--- src/rtl/bsg_chip_wh_link_arbiter.sv ---
// Round-robin wormhole link arbiter: shares one ready_and link among
// num_in_p requesters and locks the grant for a whole packet.
// The header selects the winner, and the grant is held until the final flit.
// Data is routed combinationally, so latency is zero and throughput is one flit per cycle.
module bsg_chip_wh_link_arbiter #(
   parameter int num_in_p     = 2,
   parameter int width_p      = 32,
   parameter int cord_width_p = 7,
   parameter int len_width_p  = 5
) (
   input  logic                        clk_i,
   input  logic                        reset_i,
   input  logic [num_in_p-1:0]         in_v_i,
   input  logic [num_in_p*width_p-1:0] in_data_i,
   output logic [num_in_p-1:0]         in_ready_and_o,
   output logic                        out_v_o,
   output logic [width_p-1:0]          out_data_o,
   input  logic                        out_ready_and_i,
   output logic [num_in_p-1:0]         grant_o,
   output logic                        busy_o
);

   localparam int idx_w = (num_in_p > 1) ? $clog2(num_in_p) : 1;

   typedef logic [idx_w-1:0] idx_t;
   typedef enum logic {IDLE = 1'b0, BUSY = 1'b1} state_e;

   state_e                 state_r, state_n;
   idx_t                   ptr_r, ptr_n;
   idx_t                   gnt_r, gnt_n;
   logic [len_width_p-1:0] cnt_r, cnt_n;

   idx_t                   win;
   logic                   any_v;
   idx_t                   sel;
   logic                   sel_v;
   logic                   xfer;
   logic [len_width_p-1:0] hdr_len;

   // Round-robin successor of a requester index.
   function automatic idx_t next_idx(input idx_t i);
      int n;
      n = (int'(i) + 1) % num_in_p;
      return idx_t'(n);
   endfunction

   // Find the first valid requester, starting the scan at ptr_r.
   always_comb begin
      any_v = 1'b0;
      win   = '0;
      for (int k = 0; k < num_in_p; k++) begin
         if (!any_v && in_v_i[(int'(ptr_r) + k) % num_in_p]) begin
            any_v = 1'b1;
            win   = idx_t'((int'(ptr_r) + k) % num_in_p);
         end
      end
   end

   // Route the selected requester: the locked owner mid-packet, else the scan winner.
   always_comb begin
      sel        = (state_r == BUSY) ? gnt_r : win;
      sel_v      = in_v_i[sel];
      out_data_o = in_data_i[int'(sel)*width_p +: width_p];
      hdr_len    = in_data_i[int'(sel)*width_p + cord_width_p +: len_width_p];
      xfer       = sel_v & out_ready_and_i & ~reset_i;
   end

   // Next-state and handshake outputs; outputs are held quiet during reset.
   always_comb begin
      state_n        = state_r;
      ptr_n          = ptr_r;
      gnt_n          = gnt_r;
      cnt_n          = cnt_r;
      out_v_o        = 1'b0;
      in_ready_and_o = '0;
      grant_o        = '0;
      busy_o         = 1'b0;

      if (!reset_i) begin
         out_v_o = sel_v;
         busy_o  = (state_r == BUSY);
         if ((state_r == BUSY) || any_v) begin
            grant_o[sel]        = 1'b1;
            in_ready_and_o[sel] = out_ready_and_i;
         end
      end

      case (state_r)
         IDLE: begin
            if (xfer) begin
               if (hdr_len == '0) begin
                  // Single-flit packet: grant is released immediately.
                  ptr_n = next_idx(win);
               end else begin
                  state_n = BUSY;
                  gnt_n   = win;
                  cnt_n   = hdr_len;
               end
            end
         end
         BUSY: begin
            if (xfer) begin
               cnt_n = cnt_r - 1'b1;
               if (cnt_r == len_width_p'(1)) begin
                  state_n = IDLE;
                  ptr_n   = next_idx(gnt_r);
               end
            end
         end
         default: state_n = IDLE;
      endcase
   end

   // State registers; reset abandons any packet in flight.
   always_ff @(posedge clk_i) begin
      if (reset_i) begin
         state_r <= IDLE;
         ptr_r   <= '0;
         gnt_r   <= '0;
         cnt_r   <= '0;
      end else begin
         state_r <= state_n;
         ptr_r   <= ptr_n;
         gnt_r   <= gnt_n;
         cnt_r   <= cnt_n;
      end
   end

endmodule
--- config.mk ---
export PLATFORM = sky130hd
export DESIGN_NAME = bsg_chip_wh_link_arbiter
export DESIGN_NICKNAME = d
export VERILOG_FILES = /design/src/rtl/bsg_chip_wh_link_arbiter.sv
export SDC_FILE = /design/constraint.sdc
export NUM_CORES = 1
export LEC_CHECK = 0
export ABC_AREA = 1
export BUFFER_PORTS_ARGS = -buffer_cell sky130_fd_sc_hd__buf_4
export CELL_PAD_IN_SITES_DETAIL_PLACEMENT = 1
export CELL_PAD_IN_SITES_GLOBAL_PLACEMENT = 1
export CORE_MARGIN = 2
export CORE_UTILIZATION = 21
export DETAILED_ROUTE_END_ITERATION = 8
export PLACE_DENSITY = 0.77
export SLEW_MARGIN = 15
export SYNTH_ARGS = -nofsm -noshare
export SYNTH_HDL_FRONTEND = slang
export SYNTH_SLANG_ARGS = --single-unit
--- constraint.sdc ---
create_clock -name clk_i -period 1.7 [get_ports clk_i]
set_input_delay 0.255 -clock clk_i [delete_from_list [all_inputs] [get_ports clk_i]]
set_output_delay 0.255 -clock clk_i [all_outputs]
set_load 0.005 [all_outputs]
## After elaboration in Yosys (flattened, before gate mapping)

Index checks and enable logic that the tools add are counted.

- Register bits: 8
- Bits in latches: 0
- Memory bits (writable): 0
- Memory bits (read-only): 0
- Input bits: 69
- Logic and storage cells: 70
- Memories kept: 0

- Add/subtract/negate cells: 5
- Multipliers: 0
- Divide/modulo/power cells: 0
- $lt $le $gt $ge: 4
- Equality and inequality tests: 6
- Shift operators: 2
- Multiplexer cells: 34
- Bitwise gates (word level): 7
- Reduce and logical (&&, ||, !) cells: 8

Operators with widths:

| cell | count |
|---|---|
| $shiftx A64 B7 Y32 | 1 |
| $shiftx A64 B8 Y5 | 1 |
| $mux W1 | 23 |
| $mux W5 | 3 |
| $pmux W5 S2 | 1 |
| $mux W2 | 4 |
| $add A6 B3 Y7 const B | 1 |
| $ne A2 B2 Y1 const B | 3 |
| $reduce_and A3 Y1 | 2 |
| $eq A5 B1 Y1 const B | 1 |
| $logic_not A5 Y1 | 1 |
| $sub A5 B1 Y5 const B | 1 |
| $lt A1 B2 Y1 const B | 2 |
| $ne A2 B1 Y1 const B | 2 |
| $pmux W1 S2 | 2 |
| $reduce_and A4 Y1 | 1 |
| $add A1 B1 Y1 const B | 3 |
| $lt A2 B3 Y1 const B | 1 |
| $not A1 Y1 | 3 |
| $and A1 B1 Y1 | 2 |
| $and A2 B2 Y2 | 1 |
| $logic_and A1 B1 Y1 | 2 |
| $and A1 B1 Y1 const A | 1 |
| $demux W1 S1 | 1 |
| other kinds (3) | 3 |

## Longest topological paths before layout

Gate-level depths: netlist of the first run.

- Depth in word-level cells: 15
- Gate-level depth with buffers: 14
- Depth with buffers taken out: 13

## Worst setup path after synthesis of the first run

No wires, ideal clock.

- Path type: register to register
- Start: register state_r
- End: register ptr_r
- Setup time: 0.115 ns
- Arrival time: 1.378 ns
- Data required time: 1.585 ns
- Setup slack: 0.207 ns
- Stages on the path, launching flop included: 15
- Path buffers: 2
- Cells stage by stage: dfxtp_1 buf_6 inv_8 nand3_4 nand2_4 buf_12 nand2_2 nand2_2 nand2_2 nor2_4 nand2_1 nand2_1 nand3_1 nand2_1 nor2_1

- Word-level cells in the longest chain between the ends: 7
- Elaborated cells on any way between the ends: 15
- Those cells by class: add/sub (1); eq/ne (4); shift (1); mux (4); bitwise (3); reduce/logical (2)

Ends and longest elaborated chain:

| what | line | source |
|---|---|---|
| start, declared | 28 | `state_e state_r, state_n;` |
| start signal, assigned | 122 | `state_r <= state_n;` |
| branches (longest 7 deep; another with $add A6 B3 Y7) | n/a |  |
| end signal, assigned | 123 | `ptr_r <= ptr_n;` |
| end, declared | 29 | `idx_t ptr_r, ptr_n;` |

Several ways; the timed one is not identified. The select of a mux whose other input is x is not followed.
A chain may end at the register's enable or synchronous reset.

## Worst setup path after layout of the first run

- Start: register state_r
- End: output out_data_o[10]

- Word-level cells in the longest chain between the ends: 2

Ends and longest elaborated chain:

| what | line | source |
|---|---|---|
| $mux W1 | 61 | `sel = (state_r == BUSY) ? gnt_r : win;` |
| $shiftx A64 B7 Y32 | 63 | `out_data_o = in_data_i[int'(sel)*width_p +: width_p];` |
| end, declared | 17 | `output logic [width_p-1:0] out_data_o,` |

No other way between the ends.

==> results of run 1 <==
## layout by cell type, fill, tap and decap left out, types with 4 or more instances in the layout
cell | Yosys | layout
nand2_2 | 9 | 12
inv_2 | 2 | 4
inv_1 | 17 | 14
buf_4 | 0 | 115
nand2_4 | 2 | 5
buf_6 | 1 | 6
a21oi_1 | 4 | 4
nor2_1 | 21 | 20
nand3_1 | 4 | 4
nand2_1 | 107 | 100
dfxtp_1 | 8 | 6
## logic make-up (layout without fill, tap and decap cells)
kind of cell	Yosys count	in the layout	share of synthesized area
buffers and inverters	28	146	0.1247
DFF	8	8	0.1438
adders and majority gates	2	2	0.02247
AOI/OAI and AO/OA	15	15	0.08989
and+or+nand+nor	154	154	0.6191
## through the flow
step,util,hold WS (ns),setup TNS [ns],cells
6_report,0.4378,0.2665,-0.03542,395
3_3_place_gp,0.3927,0.4704,0,382
2_1_floorplan,-,0.3241,0,207
4_1_cts,0.4272,0.2547,-0.06688,394
5_1_grt,0.4378,0.2837,-1.137,395
3_5_place_dp,0.3927,0.4839,-0.0001408,382
## cell usage after synthesis (2+ instances only)
cell,count,area (um2)
nand2_4,2,22.52
nand3_1,4,20.02
ha_1,2,25.02
nor2_4,2,22.52
nor2_1,21,78.83
a31oi_1,3,18.77
nand3_4,2,35.03
nand2_1,107,401.6
buf_2,2,10.01
o21ai_0,3,15.01
a21oi_1,4,20.02
dfxtp_1,8,160.2
clkbuf_1,4,15.01
nand2_2,9,56.30
inv_1,17,63.81
nand3_2,2,20.02
nor3_1,2,10.01
inv_2,2,7.510
## flip-flops by register name, indices dropped and copies added, names as in the netlist
name and count:
gnt_r 1, ptr_r 1, cnt_r 5, state_r 1
## worst max-delay path, delay by kind of cell, from the launching register on
family / cells / cell delay [ns]
compound gates: 1 / 0.21
simple gates: 2 / 0.15
buf+inv: 5 / 0.53
flops: 1 / 0.35
## final timing paths
kind | startpoint | end | slack, ns | cells after the start
hold reg to reg | ptr_r$_SDFFE_PP0P_ | ptr_r$_SDFFE_PP0P_ | 0.49 | 2
setup / recovery | state_r$_SDFF_PP0_ | out_data_o[10] | -0.03 | 8
hold / removal | reset_i | state_r$_SDFF_PP0_ | 0.27 | 2
setup reg to reg | state_r$_SDFF_PP0_ | cnt_r[1]$_SDFFE_PP0P_ | 0.03 | 14
## cell type report
| cell class | instances | area (um2) |
|---|---|---|
| fillers | 696 | 2872 |
| repair buffers | 123 | 978.4 |
| multi-input cells | 171 | 880.8 |
| flip-flops and latches | 8 | 162.7 |
| well taps | 70 | 87.58 |
| inverters | 20 | 85.08 |
| clock buffers | 3 | 41.29 |
## routing by layer
metal  share of wire  GRT usage  routed length (um)
met1            0.40     0.1814                2008
met2            0.53     0.3254                2678
met3           0.048    0.02824                 242
met4           0.017    0.05091                  84
met5               0          0                   0
## repair_timing
| action | 4_1_cts | 5_1_grt |
|---|---|---|
| gates cloned | 1 | 0 |
| buffers inserted | 8 | 1 |
| setup endpoints to repair | 35 | 38 |
| pin swaps | 5 | 6 |
| resized for setup | 18 | 13 |
## power groups by stage
stage               clock network (mW)  registers [mW]  logic (mW)
CTS                              0.245           0.208       0.613
floorplan                            0           0.209       0.252
detailed placement                   0           0.211       0.559
global placement                     0           0.210       0.546
finish                           0.238           0.209       0.622
global route                     0.256           0.210       0.687
==> results.json, run 1 <==
{
  "area_growth_pct": 100.8,
  "grt_max_degree": 18,
  "fin_crit_sh": 1.015,
  "dp_hpwl_mm": 4.000,
  "start_kind": "flop",
  "ys.flop_type": "dfxtp_1",
  "p_switching_uw": 375.4,
  "dieArea_um2": 5901,
  "power_frac_comb": 0.582,
  "cts.sink_count": 8,
  "power.share.clock": 0.223,
  "rsz0062_at_grt": "true",
  "initial_utilization": 0.2180,
  "htree_levels": 1,
  "numCtsBuffers": 3,
  "fin_ws_ns": -0.02558,
  "crit_type": "flop to primary output",
  "swShare": 0.3511,
  "io_pins": 107,
  "syn_area_um2": 1114,
  "drc": 0,
  "fmax_ghz": 0.5795,
  "setup_viol": 2,
  "seqPwrFrac": 0.195,
  "core.rowCount": 26,
  "crit_top_cell": "buf_6",
  "dp_slack_ns": -0.0001408,
  "dieHeight_um": 76.82,
  "drv_slew": 0,
  "path_cells": "buf_6 > inv_8 > nand3_4 > nand2_8 > buf_6 > buf_6 > o21ai_4 > buf_6",
  "ys_warn_count": 0,
  "finClkSkew_ns": 0.006335,
  "seq_area_frac_synth": 0.1438,
  "vias_per_cell": 4.289,
  "grt_pass1_vias": 1759,
  "dr.pass1.iters": 4,
  "slew_headroom": 0.7411,
  "cts_root_buffer": "clkbuf_8",
  "nets": 398,
  "crit_path_top_delay_cell": "dfxtp_2",
  "syn_inst": 207,
  "n_antenna_cell": 0,
  "synth-seq-cells": 8,
  "tritoncts": "done",
  "p_leak_nw": 1.285,
  "vdd_drop_max_v": 0.0003736,
  "drt_wl_total_mm": 5.014,
  "routedWlPerCell_um": 12.69,
  "place_area_um2": 2006,
  "worstPathArrival_ns": 1.47,
  "cp_slowest_stage_delay_ns": 0.35,
  "hold_viol": 0,
  "synth_edf_count": 0,
  "clk_pin_slew_ns": 0.04,
  "synthArstFlopShare": 0,
  "period_needed_ns": 1.726,
  "dieWidth_um": 76.82,
  "ys_types": 29,
  "drive_above_1_share": 0.5077,
  "hold_class": "primary input to flop",
  "final_cell_area_um2": 2236,
  "crit_path_max_fanout": 6,
  "ant_nets": 0,
  "clock_latency_ns": 0.23,
  "worstPathRequired_ns": 1.44,
  "avgSynthCellArea_um2": 5.380,
  "intPower_uw": 693.6,
  "violations": "setup timing",
  "total_power_mw": 1.069,
  "end_kind": "primary output",
  "status": "finished, violations left",
  "synth_nets": 278,
  "grt_pass1_wl_mm": 8.128,
  "port_buffers": 106,
  "core_um2": 5107,
  "cts.path.max_buffers": 2,
  "p_per_area_nw_per_um2": 478.1,
  "antenna_found_initial": 0,
  "tightest_slew_ns": 0.3851,
  "grt_overflow": 0,
  "track_usage": 0.1672,
  "cts_hold_buf": 0,
  "routed-via-count": 1694,
  "drt-initial-drc-count": 24,
  "maxCapViolCount": 0,
  "gp_congestion": 0.7753
}
Note: power is estimated with default switching activity, not from simulation.
==> inputs of run 2 (changes only) <==
Settings changed: ABC_AREA 1 to unset, ABC_CLOCK_PERIOD_IN_PS set to 1700, CORE_UTILIZATION 21 to 24, PLACE_DENSITY 0.77 to 0.79.
==> run 2 against run 1 <==
Net effect: the run still ends with setup timing left; maximum frequency shrank 9.3%; combinational power shrank 7.6%; worst hold slack gained 0.018 ns; routed wire length shrank 13%; register-to-register slack lost 0.22 ns; largest cell class unchanged.
==> results.json, run 2 <==
{
  "status": "finished, violations left",
  "violations": "setup timing",
  "initial_utilization": 0.2483,
  "ys.flop_type": "dfxtp_1",
  "yosysMostFrequentCell": "mux2_2",
  "crit_type": "flop to primary output",
  "min_from": "reset_i",
  "cts_root_buffer": "clkbuf_8",
  "tritoncts": "done",
  "routed-via-count": 1408,
  "nets": 308,
  "dp_slack_ns": -0.04078,
  "r2r_setup_slack_ns": -0.19,
  "drt_wl_total_mm": 4.363,
  "slew_headroom": 0.7402,
  "dieArea_um2": 5024,
  "dp_hpwl_mm": 3.499,
  "p_leak_nw": 1.033,
  "clock_latency_ns": 0.24,
  "cts.sink_count": 8,
  "port_buffers": 106,
  "fin_crit_sh": 1.119,
  "layout_commonest_cell": "buf_4",
  "drc": 0,
  "seq_area_frac_synth": 0.1492,
  "largest_reg_flops": 5,
  "vias_per_cell": 4.906,
  "path_cells": "and2b_1 > a22o_4 > buf_12 > mux2_2 > buf_4",
  "p_per_area_nw_per_um2": 470.4,
  "crit_path_max_fanout": 18,
  "whs_path_depth": 2,
  "drive_above_1_share": 0.7532,
  "n_antenna_cell": 0,
  "io_pins": 107,
  "clk_pin_slew_ns": 0.05,
  "tightest_slew_ns": 0.3867,
  "ant_nets": 0,
  "synthArstFlopShare": 0,
  "synth_nets": 185,
  "worstPathArrival_ns": 1.65,
  "finClkSkew_ns": 0.008502,
  "drt-initial-drc-count": 49,
  "core_um2": 4324,
  "grt_overflow": 0,
  "place_area_um2": 2002,
  "htree_levels": 1,
  "dieWidth_um": 70.88,
  "gp_congestion": 0.7350,
  "numCtsBuffers": 3,
  "synth_edf_count": 0,
  "cts.path.max_buffers": 2,
  "r2r_cells": 7,
  "hold_end": "cnt_r[1]$_SDFFE_PP0P_",
  "final_cell_area_um2": 2207,
  "dieHeight_um": 70.88,
  "period_needed_ns": 1.901,
  "maxCapViolCount": 0,
  "hold_viol": 0,
  "hold_slack_ns": 0.2841,
  "synth_top_area_frac": 0.3147,
  "utilization": 0.5104,
  "start_kind": "flop",
  "r2r_start": "state_r$_SDFF_PP0_",
  "worstPathRequired_ns": 1.44,
  "ys_warn_count": 0,
  "synth-seq-cells": 8,
  "r2r-end": "cnt_r[0]$_SDFFE_PP0P_",
  "regMostFlops": "cnt_r",
  "track_usage": 0.1675,
  "cp.depth": 5,
  "syn_inst": 114,
  "vdd_drop_max_v": 0.0002413,
  "filler_cell_count": 511,
  "mostFrequentLayoutCells": "110 x buf_4, 27 x mux2_2, 11 x buf_6",
  "crit_family": "flip-flops",
  "fmax_ghz": 0.5259,
  "rsz0062_at_grt": "true",
  "setup_viol": 44,
  "ys_top_cells_by_count": "30 x mux2_2, 8 x dfxtp_1, 7 x nand2_1, 6 x nor3_1, 5 x nor2_1",
  "crit_path_top_delay_cell": "dfxtp_4",
  "total_power_mw": 1.038,
  "synth_area_leader_cell": "mux2_2",
  "routedWlPerCell_um": 15.20,
  "ys_types": 45,
  "grt_pass1_wl_mm": 6.748,
  "fin_ws_ns": -0.2015,
  "area_growth_pct": 105.6,
  "drv_slew": 0,
  "syn_area_um2": 1074,
  "hold_class": "primary input to flop",
  "antenna_found_initial": 0,
  "grt_pass1_vias": 1437,
  "cp_slowest_stage_delay_ns": 0.34,
  "core.rowCount": 24,
  "cts_hold_buf": 0,
  "dr.pass1.iters": 4,
  "synth.area.top_cells": "mux2_2 31%, dfxtp_1 15%, mux2_4 4.2%",
  "avgSynthCellArea_um2": 9.417,
  "critPathBufInv": 2,
  "grt_max_degree": 19,
  "end_kind": "primary output"
}
==> run 2: cell count changes after synthesis, moves of 4 or more <==
cell,before,now
inv_1,17,4
mux2_2,0,30
nand2_1,107,7
nand2_2,9,0
nor2_1,21,5
nor3_1,2,6
==> run 2: area by class of cell <==
cell class	count	area, um2	share of cell area
multi-input combinational	95	892.1	0.4042
sequential	8	163.9	0.07426
tap	52	65.06	0.02948
inverter	4	15.01	0.006803
timing repair buffer	125	1030	0.4666
clock buffer	3	41.29	0.01871
==> run 2: worst max path at each step <==
stage	to	start
CTS	out_data_o[21]	state_r$_SDFF_PP0_
detailed placement	out_data_o[11]	state_r$_SDFF_PP0_
floorplan	out_data_o[12]	state_r$_SDFF_PP0_
global route	cnt_r[0]$_SDFFE_PP0P_	state_r$_SDFF_PP0_
global placement	cnt_r[1]$_SDFFE_PP0P_	in_data_i[41]
finish	out_data_o[21]	state_r$_SDFF_PP0_
==> run 2: routing by layer <==
metal | track usage | vias up | wire length, um
met4 | 0.06709 | 0 | 74
met5 | 0 | - | 0
met3 | 0.04416 | 5 | 326
met2 | 0.3074 | 65 | 2356
li1 | - | 674 | -
met1 | 0.1817 | 664 | 1605
==> run 2: stage by stage <==
step | setup TNS, ns | instances
after floorplan | 0 | 114
after global placement | -0.007957 | 274
after detailed placement | -0.7027 | 274
after CTS | -6.229 | 285
after global routing | -9.504 | 287
final | -6.731 | 287
==> run 2: where the power goes <==
group	total (mW)	switching, mW	internal, mW
clock network	0.248	0.0935	0.155
registers	0.215	0.0134	0.202
logic	0.575	0.200	0.375
==> run 2: repair_timing <==
action | in CTS | in global routing
resized for setup | 14 | 9
buffers inserted | 8 | 3
pin swaps | 3 | 1
setup endpoints to repair | 41 | 45
==> run 2: cells by family after synthesis <==
group / Yosys count / share of synthesized area
buffers and inverters: 11 / 0.06059
adders and majority gates: 2 / 0.02331
DFF: 8 / 0.1492
muxes: 34 / 0.3660
AOI/OAI and AO/OA: 21 / 0.1842
and+or+nand+nor: 38 / 0.2168
